--- src/rtl/riscv_ctrl_pkg.sv ---
// Shared encodings for the multi-cycle RV32I control path: FSM states,
// opcodes, ALUOp codes, datapath mux selects and ALU operation codes.
package riscv_ctrl_pkg;

   typedef enum logic [3:0] {
      S_FETCH    = 4'd0,
      S_DECODE   = 4'd1,
      S_MEMADR   = 4'd2,
      S_MEMREAD  = 4'd3,
      S_MEMWB    = 4'd4,
      S_MEMWRITE = 4'd5,
      S_EXECR    = 4'd6,
      S_EXECI    = 4'd7,
      S_ALUWB    = 4'd8,
      S_BEQ      = 4'd9,
      S_JAL      = 4'd10
   } state_t;

   localparam logic [6:0] OP_LW    = 7'b0000011;
   localparam logic [6:0] OP_SW    = 7'b0100011;
   localparam logic [6:0] OP_RTYPE = 7'b0110011;
   localparam logic [6:0] OP_ITYPE = 7'b0010011;
   localparam logic [6:0] OP_BEQ   = 7'b1100011;
   localparam logic [6:0] OP_JAL   = 7'b1101111;

   localparam logic [1:0] ALUOP_ADD   = 2'b00;
   localparam logic [1:0] ALUOP_SUB   = 2'b01;
   localparam logic [1:0] ALUOP_FUNCT = 2'b10;

   localparam logic [1:0] RS_ALUOUT    = 2'b00;
   localparam logic [1:0] RS_DATA      = 2'b01;
   localparam logic [1:0] RS_ALURESULT = 2'b10;

   localparam logic [1:0] SRCA_PC    = 2'b00;
   localparam logic [1:0] SRCA_OLDPC = 2'b01;
   localparam logic [1:0] SRCA_RS1   = 2'b10;

   localparam logic [1:0] SRCB_RS2  = 2'b00;
   localparam logic [1:0] SRCB_IMM  = 2'b01;
   localparam logic [1:0] SRCB_FOUR = 2'b10;

   localparam logic [1:0] IMM_I = 2'b00;
   localparam logic [1:0] IMM_S = 2'b01;
   localparam logic [1:0] IMM_B = 2'b10;
   localparam logic [1:0] IMM_J = 2'b11;

   localparam logic [2:0] ALU_ADD = 3'b000;
   localparam logic [2:0] ALU_SUB = 3'b001;
   localparam logic [2:0] ALU_AND = 3'b010;
   localparam logic [2:0] ALU_OR  = 3'b011;
   localparam logic [2:0] ALU_SLT = 3'b101;

endpackage

--- src/rtl/multicycle_control_fsm_alu_decoder.sv ---
// ALU_Decoder: maps ALUOp plus instruction fields onto the ALU operation.
module ALU_Decoder
   import riscv_ctrl_pkg::*;
(
   input  logic [1:0] ALUOp,
   input  logic [2:0] Funct3,
   input  logic       Funct7_5,
   input  logic       Op_5,
   output logic [2:0] ALUControl
);

   // Select the ALU operation; sub only for R-type with funct7[5] set
   always_comb begin
      ALUControl = ALU_ADD;
      case (ALUOp)
         ALUOP_ADD: ALUControl = ALU_ADD;
         ALUOP_SUB: ALUControl = ALU_SUB;
         ALUOP_FUNCT: begin
            case (Funct3)
               3'b000:  ALUControl = (Op_5 & Funct7_5) ? ALU_SUB : ALU_ADD;
               3'b010:  ALUControl = ALU_SLT;
               3'b110:  ALUControl = ALU_OR;
               3'b111:  ALUControl = ALU_AND;
               default: ALUControl = ALU_ADD;
            endcase
         end
         default: ALUControl = ALU_ADD;
      endcase
   end

endmodule

--- src/rtl/multicycle_control_fsm.sv ---
// Moore sequencing FSM for the multi-cycle RV32I datapath sharing one
// cache port; stalls in fetch and memory states on Mem_Ready.
module multicycle_control_fsm
   import riscv_ctrl_pkg::*;
#(
   parameter state_t RESET_STATE        = S_FETCH,
   parameter bit     ALLOW_ILLEGAL_TRAP = 1'b1
) (
   input  logic       clk,
   input  logic       rst,
   input  logic [6:0] Opcode,
   input  logic [2:0] Funct3,
   input  logic       Funct7_5,
   input  logic       Zero,
   input  logic       Mem_Ready,
   output logic       PCWrite,
   output logic       AdrSrc,
   output logic       IRWrite,
   output logic       MemRead,
   output logic       MemWrite,
   output logic       RegWrite,
   output logic [1:0] ResultSrc,
   output logic [1:0] ALUSrcA,
   output logic [1:0] ALUSrcB,
   output logic [1:0] ImmSrc,
   output logic [2:0] ALUControl,
   output logic       Illegal
);

   state_t     state_q, state_d;

   logic       pc_update, branch;
   logic       adr_src, ir_write, mem_read, mem_write, reg_write, illegal;
   logic [1:0] result_src, alu_src_a, alu_src_b, alu_op, imm_src;
   logic [2:0] alu_ctrl;

   // State register
   always_ff @(posedge clk) begin
      if (rst) state_q <= RESET_STATE;
      else     state_q <= state_d;
   end

   // Next-state and per-state control decode
   always_comb begin
      state_d    = S_FETCH;
      pc_update  = 1'b0;
      branch     = 1'b0;
      adr_src    = 1'b0;
      ir_write   = 1'b0;
      mem_read   = 1'b0;
      mem_write  = 1'b0;
      reg_write  = 1'b0;
      illegal    = 1'b0;
      result_src = RS_ALUOUT;
      alu_src_a  = SRCA_PC;
      alu_src_b  = SRCB_RS2;
      alu_op     = ALUOP_ADD;
      case (state_q)
         S_FETCH: begin
            mem_read   = 1'b1;
            alu_src_b  = SRCB_FOUR;
            result_src = RS_ALURESULT;
            ir_write   = Mem_Ready;
            pc_update  = Mem_Ready;
            state_d    = Mem_Ready ? S_DECODE : S_FETCH;
         end
         S_DECODE: begin
            alu_src_a = SRCA_OLDPC;
            alu_src_b = SRCB_IMM;
            case (Opcode)
               OP_LW, OP_SW: state_d = S_MEMADR;
               OP_RTYPE:     state_d = S_EXECR;
               OP_ITYPE:     state_d = S_EXECI;
               OP_BEQ:       state_d = S_BEQ;
               OP_JAL:       state_d = S_JAL;
               default: begin
                  illegal = ALLOW_ILLEGAL_TRAP;
                  state_d = S_FETCH;
               end
            endcase
         end
         S_MEMADR: begin
            alu_src_a = SRCA_RS1;
            alu_src_b = SRCB_IMM;
            state_d   = Opcode[5] ? S_MEMWRITE : S_MEMREAD;
         end
         S_MEMREAD: begin
            adr_src  = 1'b1;
            mem_read = 1'b1;
            state_d  = Mem_Ready ? S_MEMWB : S_MEMREAD;
         end
         S_MEMWB: begin
            result_src = RS_DATA;
            reg_write  = 1'b1;
         end
         S_MEMWRITE: begin
            adr_src   = 1'b1;
            mem_write = 1'b1;
            state_d   = Mem_Ready ? S_FETCH : S_MEMWRITE;
         end
         S_EXECR: begin
            alu_src_a = SRCA_RS1;
            alu_src_b = SRCB_RS2;
            alu_op    = ALUOP_FUNCT;
            state_d   = S_ALUWB;
         end
         S_EXECI: begin
            alu_src_a = SRCA_RS1;
            alu_src_b = SRCB_IMM;
            alu_op    = ALUOP_FUNCT;
            state_d   = S_ALUWB;
         end
         S_ALUWB: begin
            reg_write = 1'b1;
         end
         S_BEQ: begin
            alu_src_a = SRCA_RS1;
            alu_src_b = SRCB_RS2;
            alu_op    = ALUOP_SUB;
            branch    = 1'b1;
         end
         S_JAL: begin
            alu_src_a = SRCA_OLDPC;
            alu_src_b = SRCB_FOUR;
            pc_update = 1'b1;
            state_d   = S_ALUWB;
         end
         default: state_d = S_FETCH;
      endcase
   end

   // Immediate format follows the opcode regardless of state
   always_comb begin
      case (Opcode)
         OP_SW:   imm_src = IMM_S;
         OP_BEQ:  imm_src = IMM_B;
         OP_JAL:  imm_src = IMM_J;
         default: imm_src = IMM_I;
      endcase
   end

   ALU_Decoder u_alu_decoder (
      .ALUOp      (alu_op),
      .Funct3     (Funct3),
      .Funct7_5   (Funct7_5),
      .Op_5       (Opcode[5]),
      .ALUControl (alu_ctrl)
   );

   // Output drive; reset kills every control immediately, aborting any access
   always_comb begin
      PCWrite    = 1'b0;
      AdrSrc     = 1'b0;
      IRWrite    = 1'b0;
      MemRead    = 1'b0;
      MemWrite   = 1'b0;
      RegWrite   = 1'b0;
      ResultSrc  = '0;
      ALUSrcA    = '0;
      ALUSrcB    = '0;
      ImmSrc     = '0;
      ALUControl = '0;
      Illegal    = 1'b0;
      if (!rst) begin
         PCWrite    = pc_update | (branch & Zero);
         AdrSrc     = adr_src;
         IRWrite    = ir_write;
         MemRead    = mem_read;
         MemWrite   = mem_write;
         RegWrite   = reg_write;
         ResultSrc  = result_src;
         ALUSrcA    = alu_src_a;
         ALUSrcB    = alu_src_b;
         ImmSrc     = imm_src;
         ALUControl = alu_ctrl;
         Illegal    = illegal;
      end
   end

endmodule

--- config.mk ---
export PLATFORM = sky130hd
export DESIGN_NAME = multicycle_control_fsm
export DESIGN_NICKNAME = d
export VERILOG_FILES = /design/src/rtl/riscv_ctrl_pkg.sv /design/src/rtl/multicycle_control_fsm_alu_decoder.sv /design/src/rtl/multicycle_control_fsm.sv
export SDC_FILE = /design/constraint.sdc
export NUM_CORES = 1
export LEC_CHECK = 0
export CAP_MARGIN = 15
export CORE_MARGIN = 2
export CORE_UTILIZATION = 43
export CTS_CLUSTER_SIZE = 16
export DETAILED_ROUTE_END_ITERATION = 8
export PLACE_DENSITY = 0.91
export SYNTH_ARGS = -nofsm -noshare
export SYNTH_HDL_FRONTEND = slang
export SYNTH_SLANG_ARGS = --single-unit
--- constraint.sdc ---
create_clock -name clk -period 6.3 [get_ports clk]
set_clock_uncertainty 0.15 [all_clocks]
set_input_delay 1.26 -clock clk [delete_from_list [all_inputs] [get_ports clk]]
set_output_delay 1.26 -clock clk [all_outputs]
set_load 0.03 [all_outputs]
; Yosys cells after proc, flatten, opt, wreduce, memory -nomap -nowiden
; Cells that the tools add are included.
[totals]
register_bits = 4
input_bits = 15
output_inout_bits = 18
wordCells = 73
[classes]
n_mux = 35
bitwise = 3
eq_ne = 21
reduce_logical = 13
[ops]
columns = cell, count
row1 = $pmux W4 S6, 1
row2 = $pmux W4 S5, 1
row3 = $mux W1, 17
row4 = $eq A4 B3 Y1 const B, 4
row5 = $pmux W2 S2, 4
row6 = $eq A7 B6 Y1 const B, 2
row7 = $eq A7 B7 Y1 const B, 2
row8 = $reduce_or A2 Y1, 7
row9 = $eq A4 B4 Y1 const B, 3
row10 = $mux W3, 4
row11 = $pmux W3 S4, 1
row12 = $eq A4 B2 Y1 const B, 2
row13 = $mux W2, 4
row14 = $eq A7 B2 Y1 const B, 1
row15 = $eq A7 B5 Y1 const B, 1
row16 = $eq A3 B3 Y1 const B, 2
row17 = $pmux W2 S3, 1
row18 = $pmux W3 S2, 1
row19 = $reduce_or A3 Y1, 2
row20 = $reduce_or A6 Y1, 1
row21 = $eq A4 B1 Y1 const B, 1
row22 = $logic_not A4 Y1, 1
row23 = $reduce_or A4 Y1, 1
row24 = $eq A3 B2 Y1 const B, 1
row25 = 6 further kinds, 7

; Longest topological paths before layout
[logic_depth]
depth_word = 6
depth_mapped = 9
mapped_depth_nobuf = 8

; Cells and area by module
; A second synthesis with hierarchy kept.
[unflattened]
hier_cells = 96
hier_area_um2 = 724.4
[modules_own_cells]
columns = mod, seq_area_each_um2, cells_per_inst, area_each_um2, n_inst
row1 = multicycle_control_fsm, 80.1, 85, 628.1, 1
row2 = ALU_Decoder, 0.0, 11, 96.3, 1

; Least setup slack after synthesis
; No wires, ideal clock.
[synth_path]
path_kind = input to output
from = input port Opcode[3]
to = output port ImmSrc[0]
t_arrival_ps = 2884
t_required_ps = 4890
stages = 4
path_buffers = 0
setup_slack_ps = 2006
path_cell_list = or2_2 nor3_1 a21oi_1 nor4b_1
[synth_between]
elab_chain_len = 3
elab_cells_between_ends = 5
cone_classes = 3 x eq/ne / 2 x mux
[synth_lines]
columns = element, line_no
row1 = from (decl), multicycle_control_fsm.sv:11  ; input logic [6:0] Opcode,
row2 = $eq A7 B7 Y1 / $eq A7 B6 Y1 (equally long branches), multicycle_control_fsm.sv:134  ; case (Opcode)
row3 = $pmux W2 S3 *, multicycle_control_fsm.sv:134
row4 = $mux W2 *, multicycle_control_fsm.sv:164  ; if (!rst) begin
row5 = to (decl), multicycle_control_fsm.sv:25  ; output logic [1:0] ImmSrc,
; Every way passes the cells marked *; elsewhere a longest branch is shown, timed or not.

; Final worst setup path
; Same ends and word-level chain as after synthesis.

==> metrics.md <==
| Metric | Value |
|---|---|
| First drt pass iteration count | `4` |
| Drt wl/cell | `12.59 µm` |
| Post-synth EDFFs | `0` |
| Hold buffers post-CTS | `0` |
| Fin crit share | `0.7627` |
| Fin Setup TNS | `0 ns` |
| Crit end category | `output port` |
| Worst Hold Class | `flop to flop` |
| Setup violators final | `0` |
| Worst slew pin tran | `0.6426 ns` |
| Residual DRC count | `0` |
| Gr usage total | `0.2152` |
| Min Hold Slack | `0.6037 ns` |
| #FFs+latches synth | `4` |
| Top post-synthesis cells by count | `nor2_1, a21oi_1, nand2_1, nor3_1, nand3b_1` |
| Worst-Skew Late Latency | `0.23 ns` |
| Hold Crit Depth | `2` |
| Worst EP arrival | `3.39 ns` |
| Reg2reg path depth | `4` |
| Clock sinks | `4` |
| WL final | `roughly 1.9 mm` |
| Total power | `96.68 µW` |
| Vias | `856` |
| Largest net degree at the start of global routing | `21` |
| Cell taking the most area after synthesis | `dfxtp_1` |
| Slew margin rel. | `0.5710` |
| Final Hold Viols | `0` |
| Ys async rst share | `0` |
| Largest register FFs | `4` |
| Critical R2R Launch | `state_q[0]` |
| Max Cap Viol | `0` |
| Chip width | `43.46 µm` |
| Ant. Diodes | `0` |
| Crit path time final | `between 4 and 5 ns` |
| Cell area after synthesis | `roughly 670 µm²` |
| Critical path type | `primary input to output port` |
| RSZ-0062 raised after global routing | `false` |
| Cells after synthesis | `106` |
| Hold Path End | `state_q[2]` |
| Net Count, Synth | `between 100 and 150` |
| Largest registers | `state_q (4)` |
| TritonCTS buffer count | `3` |
| Max Buffers Root-to-Sink | `2` |
| Antenna Nets Post-Route | `0` |
| HPWL after DPL | `1.367 mm` |
| Seq/Total Area, Yosys | `0.1196` |
| Root buffer cell | `clkbuf_4` |
| Vias/cell | `5.745` |
| Core area | `approximately 1500 µm²` |
| Critical path startpoint category | `primary input` |
| Fraction of layout cells with a size suffix above 1 | `0.05263` |
| CTS tree | `yes` |
| Initial Utilization | `0.4496` |
| Io pins | `33` |
| Initial antenna violation count | `0` |
| Yosys warns | `0` |
| Starting DRC count in detailed routing | `17` |
| Distinct cells, synth | `35` |
| First-pass GRT wire length | `between 3 and 4 mm` |
| Req. time, crit path | `4.89 ns` |
| Most common cell in the netlist | `nor2_1` |
| Synth Area per Inst | `6.315 µm²` |
| Vias in the first global route | `787` |
| Pwr/cell area | `97.44 nW/µm²` |
| Die area | `between 1500 and 2000 µm²` |
| FF-to-FF End | `state_q[1]` |
| Clock transition at path regs | `roughly 0.040 ns` |
| Pleak | `~0.36 nW` |
| Reg with most FFs | `state_q` |
| Layout area overhead | `48.22%` |
| Worst IR Drop VDD | `0.0001051 V` |
| Die Height | `43.46 µm` |
| Total gr overflow | `0` |
| Final #Nets | `152` |
| H-tree levels | `1` |
| Outcome | `finished clean` |
| Buffers on Ports | `32` |
| PostCTS Resize Cnt | `0` |
| Main synth FF type | `dfxtp_1` |
| Final RePlAce weighted congestion | `0.8518` |
| Slew Limit Fails | `0` |
| # rows | `14` |
| Synth area leaders | `dfxtp_1, a21oi_1, nor2_1` |
| Hold_sp | `state_q[0]` |
| Crit-path max FO | `3` |
| F_max | `208.1 MHz` |
| Post-CTS Setup Inserts | `0` |
| R2R Setup Slk | `~4.4 ns` |
| Post-synth top area share | `0.1196` |
[worst max-delay path by stage]
stage	to	from	slack [ns]	cells past startpoint
6_report	ImmSrc[0]	Opcode[3]	1.50	6
4_1_cts	ImmSrc[0]	Opcode[3]	1.47	6
5_1_grt	ImmSrc[0]	Opcode[3]	1.33	6
3_5_place_dp	ImmSrc[0]	Opcode[3]	1.52	6
2_1_floorplan	ImmSrc[0]	Opcode[3]	2.01	4
3_3_place_gp	ALUControl[2]	rst	1.56	4
[cell families (layout without fill, tap and decap cells)]
group	count (synthesis)	after routing	share of synthesized area
adders and majority gates	2	2	0.03738
buffers and inverters	11	38	0.07662
and+or+nand+nor	63	63	0.5196
DFF	4	4	0.1196
xor gates and xnor gates	1	1	0.01309
muxes	2	2	0.03178
AOI/OAI and AO/OA	23	23	0.2019
[per-layer routing]
metal / up-vias / part of all wire / GRT usage
met5: - / 0 / 0
met2: 29 / 0.51 / 0.4000
met3: 0 / 0.053 / 0.03750
li1: 433 / - / -
met1: 394 / 0.44 / 0.2677
met4: 0 / 0 / 0.01818
[stage by stage]
stage               cell area, µm²  utilization  cells  setup WS, ns
floorplan                    669.4            -    106         2.006
global placement             969.7       0.6513    146         1.561
detailed placement           969.7       0.6513    146         1.517
CTS                          992.2       0.6664    149         1.474
global route                 992.2       0.6664    149         1.333
finish                       992.2       0.6664    149         1.495
[final cells by class]
| cell class | instances | area (µm²) |
|---|---|---|
| Clock buffer | 3 | 22.52 |
| Fill cell | 142 | 496.7 |
| Inverter | 3 | 11.26 |
| Multi-Input combinational cell | 91 | 538.0 |
| Sequential cell | 4 | 80.08 |
| Tap cell | 16 | 20.02 |
| Timing Repair Buffer | 32 | 320.3 |
[layout by cell type, fill, tap and decap left out, types with 2 or more instances in the layout]
| cell | count |
|---|---|
| nor2b_1 | 2 |
| nor4_1 | 4 |
| and2_1 | 2 |
| ha_1 | 2 |
| o21ai_0 | 4 |
| nand3_1 | 3 |
| nand2_1 | 10 |
| nor2_1 | 14 |
| clkdlybuf4s50_1 | 32 |
| nor4b_1 | 2 |
| nor3_1 | 9 |
| nand2b_1 | 4 |
| a21oi_1 | 11 |
| inv_1 | 3 |
| nand3b_1 | 5 |
| dfxtp_1 | 4 |
| a21o_1 | 3 |
| clkbuf_4 | 3 |
| nor3b_1 | 2 |
[worst max-delay path: stages]
cell	delay [ns]
clkdlybuf4s50_1	0.41
or2_2	0.33
nor3_1	0.29
a21oi_1	0.08
nor4b_1	0.28
clkdlybuf4s50_1	0.73
[where the power goes]
part	leakage [nW]	internal, mW	switching [mW]	total [mW]
registers	0.0325	0.0259	0.00190	0.0279
logic	0.312	0.0187	0.0190	0.0376
clock network	0.0138	0.0213	0.00993	0.0312
total	0.359	0.0659	0.0308	0.0967
Note: power is estimated with default switching activity, not from simulation.
